### src/rtl/pwm_generator_pkg.sv
// Shared constants and helpers for the PWM generator.
package pwm_generator_pkg;

    localparam int PRESCALE_DEFAULT = 13;
    localparam int CNT_W            = 8;
    localparam int N_OUT            = 16;

    localparam logic [CNT_W-1:0] CNT_MAX = '1;

    // Full-scale duty is forced high so the output never dips at the wrap.
    function automatic logic pwm_level(input logic [CNT_W-1:0] cnt,
                                       input logic [CNT_W-1:0] duty_val);
        return (duty_val == CNT_MAX) || (cnt < duty_val);
    endfunction

endpackage

### src/rtl/clk_prescaler.sv
// Free-running clock-enable generator: tick is high for one cycle every PRESCALE cycles.
module clk_prescaler
    import pwm_generator_pkg::*;
#(
    parameter int PRESCALE = PRESCALE_DEFAULT
) (
    input  logic clk,
    input  logic rst_n,
    output logic tick
);

    localparam int W = (PRESCALE > 1) ? $clog2(PRESCALE) : 1;
    localparam logic [W-1:0] LAST = W'(PRESCALE - 1);

    logic [W-1:0] cnt;

    always_ff @(posedge clk or negedge rst_n) begin
        if (!rst_n) begin
            cnt <= '0;
        end else if (cnt == LAST) begin
            cnt <= '0;
        end else begin
            cnt <= cnt + W'(1);
        end
    end

    assign tick = (cnt == LAST);

endmodule

### src/rtl/pwm_generator.sv
// 16-channel PWM generator with shared duty, per-channel enable and static/PWM select.
module pwm_generator
    import pwm_generator_pkg::*;
#(
    parameter int PRESCALE = PRESCALE_DEFAULT
) (
    input  logic             clk,
    input  logic             rst_n,
    input  logic             cfg_valid,
    input  logic [N_OUT-1:0] en_out,
    input  logic [N_OUT-1:0] en_pwm,
    input  logic [CNT_W-1:0] duty,
    output logic [N_OUT-1:0] out,
    output logic             period_start
);

    // cfg_valid is a valid-only strobe with no ready: every cycle it is high,
    // en_out/en_pwm/duty are sampled and accepted unconditionally.

    logic             tick;
    logic             wrap;
    logic             level;
    logic [CNT_W-1:0] period_cnt;
    logic [CNT_W-1:0] active_duty;
    logic [CNT_W-1:0] pending_duty;
    logic             pending_flag;
    logic [N_OUT-1:0] en_out_q;
    logic [N_OUT-1:0] en_pwm_q;

    clk_prescaler #(
        .PRESCALE(PRESCALE)
    ) u_prescaler (
        .clk  (clk),
        .rst_n(rst_n),
        .tick (tick)
    );

    assign wrap  = tick && (period_cnt == CNT_MAX);
    assign level = pwm_level(period_cnt, active_duty);

    always_ff @(posedge clk or negedge rst_n) begin
        if (!rst_n) begin
            period_cnt <= '0;
        end else if (tick) begin
            period_cnt <= period_cnt + CNT_W'(1);
        end
    end

    always_ff @(posedge clk or negedge rst_n) begin
        if (!rst_n) begin
            en_out_q <= '0;
            en_pwm_q <= '0;
        end else if (cfg_valid) begin
            en_out_q <= en_out;
            en_pwm_q <= en_pwm;
        end
    end

    // Duty only moves into the active register at a period boundary.
    always_ff @(posedge clk or negedge rst_n) begin
        if (!rst_n) begin
            active_duty  <= '0;
            pending_duty <= '0;
            pending_flag <= 1'b0;
        end else if (cfg_valid && wrap) begin
            active_duty  <= duty;
            pending_duty <= duty;
            pending_flag <= 1'b0;
        end else if (cfg_valid) begin
            pending_duty <= duty;
            pending_flag <= 1'b1;
        end else if (wrap && pending_flag) begin
            active_duty  <= pending_duty;
            pending_flag <= 1'b0;
        end
    end

    always_ff @(posedge clk or negedge rst_n) begin
        if (!rst_n) begin
            out          <= '0;
            period_start <= 1'b0;
        end else begin
            out          <= en_out_q & (~en_pwm_q | {N_OUT{level}});
            period_start <= wrap;
        end
    end

endmodule

### config.mk
export PLATFORM = sky130hd
export DESIGN_NAME = pwm_generator
export DESIGN_NICKNAME = d
export VERILOG_FILES = /design/src/rtl/pwm_generator_pkg.sv /design/src/rtl/clk_prescaler.sv /design/src/rtl/pwm_generator.sv
export SDC_FILE = /design/constraint.sdc
export NUM_CORES = 1
export LEC_CHECK = 0
export CORE_UTILIZATION = 30
export CTS_BUF_LIST = sky130_fd_sc_hd__clkbuf_16
export DETAILED_ROUTE_END_ITERATION = 8
export PLACE_DENSITY_LB_ADDON = 0.15
export SYNTH_ARGS = -nofsm -noshare
export SYNTH_HDL_FRONTEND = slang
export SYNTH_SLANG_ARGS = --single-unit
### constraint.sdc
create_clock -name clk -period 2.45 [get_ports clk]
set_input_delay 0.3675 -clock clk [delete_from_list [all_inputs] [get_ports clk]]
set_output_delay 0.3675 -clock clk [all_outputs]
set_load 0.1 [all_outputs]
-- Word level (Yosys, flattened, before mapping)
Index checks and enable logic that the tools add are counted.
- word-level logic and storage cells: 36
- output and inout bits: 17
- register bits after elaboration: 78
- bits of input ports: 43
- equality and inequality tests: 4
- bitwise operators: 3
- magnitude comparators: 1
- $add $sub $neg: 2
- reductions and logical operators: 8
- multiplexer cells: 9
- operator list (cell ; count):
    $mux 8 ; 5
    $and 16x16->16 ; 1
    $eq 8x8->1 const B ; 2
    $not 16->16 ; 1
    $or 16x16->16 ; 1
    $add 8x1->8 const B ; 1
    $lt 8x8->1 ; 1
    $add 4x1->4 const B ; 1
    $eq 4x4->1 const B ; 1
    $mux 4 ; 1
    $reduce_bool 2->1 ; 2
    $logic_and 1x1->1 ; 3
    $mux 1 ; 3
    $reduce_bool 3->1 ; 1
    $ne 2x1->1 const B ; 1
    $reduce_and 2->1 ; 1
    $logic_or 1x1->1 ; 1

-- Depth between registers and ports, before layout
Gate-level depths: netlist (run 1).
- depth in word-level cells: 6
- gate-level depth with buffers: 7
- depth with buffers taken out: 6

-- By module
Synthesis (run 1) repeated with hierarchy kept, for this count alone.
- cell total of the unflattened synthesis: 226
- area total of the unflattened synthesis: 3250.6 µm²
- by module, submodules not included (module ; sequential area each (µm²) ; instances ; area each (µm²) ; cells each):
    pwm_generator ; 1851.8 ; 1 ; 3050.4 ; 207
    clk_prescaler ; 100.1 ; 1 ; 200.2 ; 19

-- Worst setup path after synthesis (run 1)
OpenSTA, ideal clock, no wires.
- kind: register to register
- start: register period_cnt[6]
- end: register out[10]
- period minus slack after synthesis: 1.729 ns
- setup time: 0.122 ns
- slack: 0.721 ns
- data required time: 2.328 ns
- path buffers: 1
- stages on the path, launching flop included: 7
- arrival: 1.607 ns
- cell sequence: dfrtp_1 ha_1 and4_1 o21ai_1 o32ai_2 buf_6 a21boi_2
- cells in the longest elaborated chain, start to end: 4
- ends and longest elaborated chain (element ; line ; RTL):
    start, declared ; pwm_generator.sv:23 ; logic [CNT_W-1:0] period_cnt;
    start signal, assigned ; pwm_generator.sv:45 ; period_cnt <= period_cnt + CNT_W'(1);
    $lt 8x8->1 ; pwm_generator_pkg.sv:13 ; return (duty_val == CNT_MAX) || (cnt < duty_val);
    $logic_or 1x1->1 ; pwm_generator_pkg.sv:13 ;
    $or 16x16->16 ; pwm_generator.sv:83 ; out <= en_out_q & (~en_pwm_q | {N_OUT{level}});
    $and 16x16->16 ; pwm_generator.sv:83 ;
    end signal, assigned ; pwm_generator.sv:83 ;
    end, declared ; pwm_generator.sv:13 ; output logic [N_OUT-1:0] out,
Every way passes these cells.
A chain may end at the register's enable or synchronous reset.

-- Worst setup path after layout (run 1)
- start: register period_cnt[6]
- end: register out[1]
Same word-level chain as after synthesis.

==> metrics.md, run 1 <==
| Metric | Value |
|---|---|
| CP Class | `reg2reg` |
| Crit path time final | `1.90 ns` |
| Syn avg cell area | `14.3 um^2` |
| # Post-CTS Setup Buffers | `0` |
| Initial drt markers | `41` |
| Actual slew at the worst max-slew pin | `0.533 ns` |
| Post-synthesis cell area | `0.00317 mm^2` |
| Synth Warn # | `0` |
| Area grow syn2layout | `34.2%` |
| Vias per Instance | `4.39` |
| CTS tree | `done` |
| NumNets Final | `343` |
| # clock sinks | `78` |
| Worst Reg-to-Reg Cells | `6` |
| Reg2reg end | `out[1]$_DFF_PN0_` |
| Final Cycle Share | `0.777` |
| Max-slew violations | `0` |
| # IOs | `60` |
| Via count | `1894` |
| Core area | `0.0103 mm^2` |
| Total Die Area | `0.0110 mm^2` |
| CTS Hold Buffers Added | `0` |
| Number of synthesized flops with an enable pin | `0` |
| Final setup fails | `0` |
| DRC viols | `0` |
| Die Wd | `105 um` |
| Initial antenna violation count | `0` |
| Internal reg-to-reg setup slack | `0.55 ns` |
| Peak supply drop | `0.418 mV` |
| Clock root cell | `clkbuf_16` |
| Register share of total power | `0.416` |
| Crit path launch type | `flip-flop` |
| Num CTS Buffers | `9` |
| Internal power | `0.00257 W` |
| Syn nets | `275` |
| Max clock buf depth | `2` |
| Yosys reg bits | `78` |
| Starting Density | `0.308` |
| Layout cells sized above 1 | `0.325` |
| Endpoints failing hold | `0` |
| Hold crit path type | `in2async` |
| Leakage | `1.83 nW` |
| GP Congestion | `0.700` |
| Largest net degree at the start of global routing | `42` |
| WL/cell | `13.2 um` |
| Power consumption | `0.00344 W` |
| ANT nets after route | `0` |
| Worst skew pair latency | `0.33 ns` |
| Resize count post-CTS | `0` |
| Async SR Flop Fraction | `1.00` |
| Peak Freq | `525 MHz` |
| Post-DP Area | `0.00391 mm^2` |
| Unrepaired setup endpoints after global routing | `no` |
| CTS H-Tree Depth | `3` |
| Sequential fraction of the synthesis area | `0.616` |
| Reg2reg start | `period_cnt[6]$_DFFE_PN0N_` |
| Synth cell types | `31` |
| Vias in the first global route | `1970` |
| Critical path endpoint category | `flip-flop` |
| Power Density | `809 mW/mm^2` |
| Clk network pwr share | `0.444` |
| Remaining Overflow, GRT | `0` |
| # rows | `37` |
| Max_cap viols | `0` |
| Global-route wire length before repair | `9790 um` |
| Sw Share | `0.252` |
| Req. time, crit path | `2.64 ns` |
| Clk slew on worst S/H paths | `0.06 ns` |
| CP Max Fanout | `16` |
| Switch Pwr | `0.000868 W` |
| Hpwl dp | `3880 um` |
| Data arrival, critical path | `2.10 ns` |
| Diodes inserted | `0` |
| Worst relative slew slack | `0.645` |
| Setup TNS | `0 ns` |
| Final WL | `5710 um` |
| 1st-pass router iterations | `6` |
| Final instance area | `0.00425 mm^2` |
| Gr usage total | `0.114` |
| Status | `complete, no violations` |
| Die height | `105 um` |
| Min Hold Slack | `0.0101 ns` |
| Top_reg_cell synth | `dfrtp_1` |
| Port Buffers | `59` |
| Mapped Cells | `222` |
| Comb power frac | `0.140` |
| Clock skew | `0.00591 ns` |
==> worst max-delay path, stage by stage, from the launching register on <==
cell	delay [ns]
dfrtp_1	0.41
ha_1	0.34
and4_1	0.19
o21ai_1	0.09
o32ai_4	0.26
buf_4	0.32
a21boi_0	0.15
==> worst max-delay path by stage <==
stage                                    to  slack (ns)                 startpoint
after floorplan           out[10]$_DFF_PN0_        0.72  period_cnt[6]$_DFFE_PN0N_
after global placement    out[15]$_DFF_PN0_        0.59  period_cnt[6]$_DFFE_PN0N_
after detailed placement   out[2]$_DFF_PN0_        0.54  period_cnt[6]$_DFFE_PN0N_
after CTS                  out[1]$_DFF_PN0_        0.52  period_cnt[6]$_DFFE_PN0N_
after global routing       out[0]$_DFF_PN0_        0.43  period_cnt[6]$_DFFE_PN0N_
final                      out[1]$_DFF_PN0_        0.55  period_cnt[6]$_DFFE_PN0N_
==> flip-flops by register name, indices dropped and copies added, names as in the netlist <==
| name | cells |
|---|---|
| period_start | 1 |
| out | 16 |
| pending_flag | 1 |
| en_out_q | 16 |
| en_pwm_q | 16 |
| active_duty | 8 |
| period_cnt | 8 |
| u_prescaler.cnt | 4 |
| pending_duty | 8 |
==> cell usage in the layout (no fill, tap or decap), types with 2 or more instances in the layout <==
master           instances
dfrtp_1                 78
mux2_2                  41
clkdlybuf4s50_1         40
buf_4                   20
nand2_1                 15
inv_1                   10
a21boi_2                10
ha_1                    10
clkbuf_16                9
nor2_1                   8
o21ai_0                  8
xnor2_1                  7
a21boi_0                 6
nand4_1                  5
bufinv_16                3
a21oi_1                  2
inv_6                    2
buf_12                   2
==> cells in the mapped netlist (all sizes together), types with 2 or more instances <==
cell	instances	area share
dfrtp	78	0.62
ha	10	0.039
inv	10	0.012
mux2	41	0.15
a21boi	16	0.050
nand4	5	0.0099
xnor2	7	0.019
nor2	8	0.0095
a21oi	2	0.0032
nand2	15	0.018
nand3	2	0.0047
buf	6	0.012
o21ai	9	0.014
==> stage by stage <==
| stage | setup WS [ns] | utilization | std cells |
|---|---|---|---|
| 2_1_floorplan | 0.721 | - | 222 |
| 5_1_grt | 0.433 | 0.414 | 431 |
| 3_5_place_dp | 0.539 | 0.380 | 415 |
| 3_3_place_gp | 0.590 | 0.380 | 415 |
| 6_report | 0.547 | 0.414 | 431 |
| 4_1_cts | 0.516 | 0.414 | 431 |
==> metal layers <==
layer  routed length, um  global-route usage
met5                   0                   0
met4                   8              0.0302
met3                 330              0.0487
met2                2670               0.171
met1                2700               0.152
==> power by group through the flow <==
stage               registers (W)  logic [W]  clock network, W
floorplan                 0.00164   0.000124                 0
global placement          0.00145   0.000485                 0
detailed placement        0.00146   0.000488                 0
CTS                       0.00143   0.000489           0.00158
global route              0.00145   0.000512           0.00163
finish                    0.00143   0.000481           0.00153
==> area by class of cell <==
cell class	count	area [um^2]
fill	990	6020
timing repair buffer	63	596
clock buffer	9	225
clock inverter	7	120
tap	136	170
multi-input combinational	128	1150
sequential	78	1950
inverter	10	37.5
==> logic make-up (layout without fill, tap and decap cells) <==
logic type | count (synthesis) | after routing | synth area share
AO/OA/AOI/OAI | 33 | 33 | 0.0916
XOR/XNOR | 8 | 8 | 0.0221
adder cells (fa/ha/maj) | 10 | 10 | 0.0395
buffers and inverters | 16 | 89 | 0.0241
flip-flops | 78 | 78 | 0.616
multiplexers | 41 | 41 | 0.146
AND/OR/NAND/NOR | 36 | 36 | 0.0612
Note: power is estimated with default switching activity, not from simulation.
==> inputs of run 2 (changes only) <==
clock period = 1.9 ns   (was 2.45 ns; I/O delays follow)
==> run 2 against run 1 <==
Against the previous run:
- the run now ends with DRC left
- worst hold slack improved by 0.42 ns
- cell area increased by 0.29%
- flip-flop and latch count stayed put
- clock skew increased by 0.0028 ns
- worst setup slack got worse by 0.39 ns
- sequential power increased by 29%
- largest cell class unchanged
==> metrics.md, run 2 (same netlist as run 1, synthesis figures left out) <==
| Metric | Value |
|---|---|
| Crit-path max cell delay | `0.38 ns` |
| GP Congestion | `0.712` |
| Slowest CP cell | `dfrtp_1` |
| Req. time, crit path | `2.14 ns` |
| Largest registers | `en_out_q: 16 flops, en_pwm_q: 16 flops, out: 16 flops` |
| Power Density | `976 mW/mm^2` |
| Clock skew | `0.00872 ns` |
| Reg2reg end | `out[2]$_DFF_PN0_` |
| DRC viols | `2` |
| Comb power frac | `0.149` |
| Global-route wire length before repair | `9750 um` |
| Internal power | `0.00305 W` |
| Num CTS Buffers | `9` |
| Internal reg-to-reg setup slack | `0.16 ns` |
| Initial antenna violation count | `0` |
| Die Wd | `105 um` |
| Peak Freq | `574 MHz` |
| Critical path endpoint category | `flip-flop` |
| Area of the multi-input gates | `0.00115 mm^2` |
| Starting Density | `0.308` |
| Final setup fails | `0` |
| Max clock buf depth | `2` |
| Setup TNS | `0 ns` |
| Total Die Area | `0.0110 mm^2` |
| Worst skew pair latency | `0.33 ns` |
| WL/cell | `13.1 um` |
| Min Hold Slack | `0.430 ns` |
| Sw Share | `0.268` |
| Inst Count DP | `423` |
| Placement Setup Slack | `0.138 ns` |
| CP Max Fanout | `16` |
| Reg2reg start | `period_cnt[6]$_DFFE_PN0N_` |
| Actual slew at the worst max-slew pin | `0.415 ns` |
| Register area | `0.00195 mm^2` |
| # clock sinks | `78` |
| Clock root cell | `clkbuf_16` |
| Switch Pwr | `0.00111 W` |
| Crit path launch type | `flip-flop` |
| Area grow syn2layout | `34.6%` |
| CTS H-Tree Depth | `3` |
| Crit path time final | `1.74 ns` |
| CP Class | `reg2reg` |
| 1st-pass router iterations | `6` |
| Vias per Instance | `4.30` |
| Via count | `1894` |
| Unrepaired setup endpoints after global routing | `no` |
| Hpwl dp | `4080 um` |
| Final Cycle Share | `0.916` |
| Vias in the first global route | `1962` |
| Data arrival, critical path | `1.98 ns` |
| Worst relative slew slack | `0.723` |
| Failing checks | `DRC` |
| Port Buffers | `59` |
| Final WL | `5780 um` |
| Largest net degree at the start of global routing | `33` |
| Remaining Overflow, GRT | `0` |
| Family with the most delay on the worst path | `compound AO/OA/AOI/OAI gates` |
| Peak supply drop | `0.432 mV` |
| Resize count post-CTS | `0` |
| Status | `complete, but fails checks` |
| Diodes inserted | `0` |
| Die height | `105 um` |
| Most frequent cells in the layout | `dfrtp_1 (78), mux2_2 (41), clkdlybuf4s50_1 (40)` |
| Leakage | `1.85 nW` |
| CTS Hold Buffers Added | `1` |
| Worst Reg-to-Reg Cells | `6` |
| Clk slew on worst S/H paths | `0.06 ns` |
| Hold crit path type | `in2async` |
| Max-slew violations | `0` |
| Commonest non-fill, non-tap cell in the layout | `dfrtp_1` |
| Core area | `0.0103 mm^2` |
| Clk network pwr share | `0.408` |
| Power consumption | `0.00416 W` |
| Initial drt markers | `34` |
| Final setup margin | `0.159 ns` |
| CTS tree | `done` |
| NumNets Final | `352` |
| Cell Chain, Critical Path | `ha_1 -> a41o_1 -> a21oi_1 -> o32ai_4 -> buf_12 -> a21boi_0` |
| ANT nets after route | `0` |
| # rows | `37` |
| Critical path buffers and inverters | `1` |
| Layout cells sized above 1 | `0.339` |
| Fillers | `974` |
| Max_cap viols | `0` |
| Endpoints failing hold | `0` |
| Register share of total power | `0.443` |
| Layout Cells excl Fill | `440` |
| # IOs | `60` |
| # Post-CTS Setup Buffers | `0` |
| Gr usage total | `0.116` |
-- run 2: final cells by class --
class | count | area share
Timing Repair Buffer | 72 | 0.153
Tap cell | 136 | 0.0399
Clock inverter | 7 | 0.0176
Sequential cell | 78 | 0.458
Clock buffer | 9 | 0.0528
Multi-Input combinational cell | 128 | 0.270
Inverter | 10 | 0.00880
-- run 2: metal layers --
metal,track usage,up-vias,wire (um)
li1,-,937,-
met1,0.160,908,2840
met2,0.162,42,2470
met3,0.0405,7,370
met4,0.0543,0,91
met5,0,-,0
-- run 2: worst reg2reg max path, delay by kind of cell (launching register included) --
kind,cells,cell delay [ns]
adders and majority gates,1,0.32
AOI/OAI and AO/OA,4,0.78
buffers and inverters,1,0.18
DFF,1,0.38
-- run 2: how the worst max path moves through the flow --
stage                         startpoint                end  slack [ns]  depth (start not counted)
2_1_floorplan  period_cnt[6]$_DFFE_PN0N_  out[10]$_DFF_PN0_        0.17                          6
3_3_place_gp   period_cnt[7]$_DFFE_PN0N_  out[15]$_DFF_PN0_        0.18                          6
3_5_place_dp   period_cnt[6]$_DFFE_PN0N_   out[0]$_DFF_PN0_        0.14                          6
4_1_cts        period_cnt[6]$_DFFE_PN0N_   out[2]$_DFF_PN0_        0.14                          6
5_1_grt        period_cnt[6]$_DFFE_PN0N_   out[3]$_DFF_PN0_        0.03                          6
6_report       period_cnt[6]$_DFFE_PN0N_   out[2]$_DFF_PN0_        0.16                          6
-- run 2: power groups by stage --
stage               Sequential (W)  Clock, W  Combinational, W
detailed placement         0.00188         0          0.000631
CTS                        0.00185   0.00174          0.000635
global placement           0.00188         0          0.000626
finish                     0.00185   0.00170          0.000622
global route               0.00186   0.00181          0.000663
floorplan                  0.00212         0          0.000160
-- run 2: stage by stage --
stage / util / instance area, um^2
after global placement: 0.385 / 3960
after floorplan: - / 3170
after global routing: 0.415 / 4270
after detailed placement: 0.385 / 3960
final: 0.415 / 4270
after CTS: 0.415 / 4270
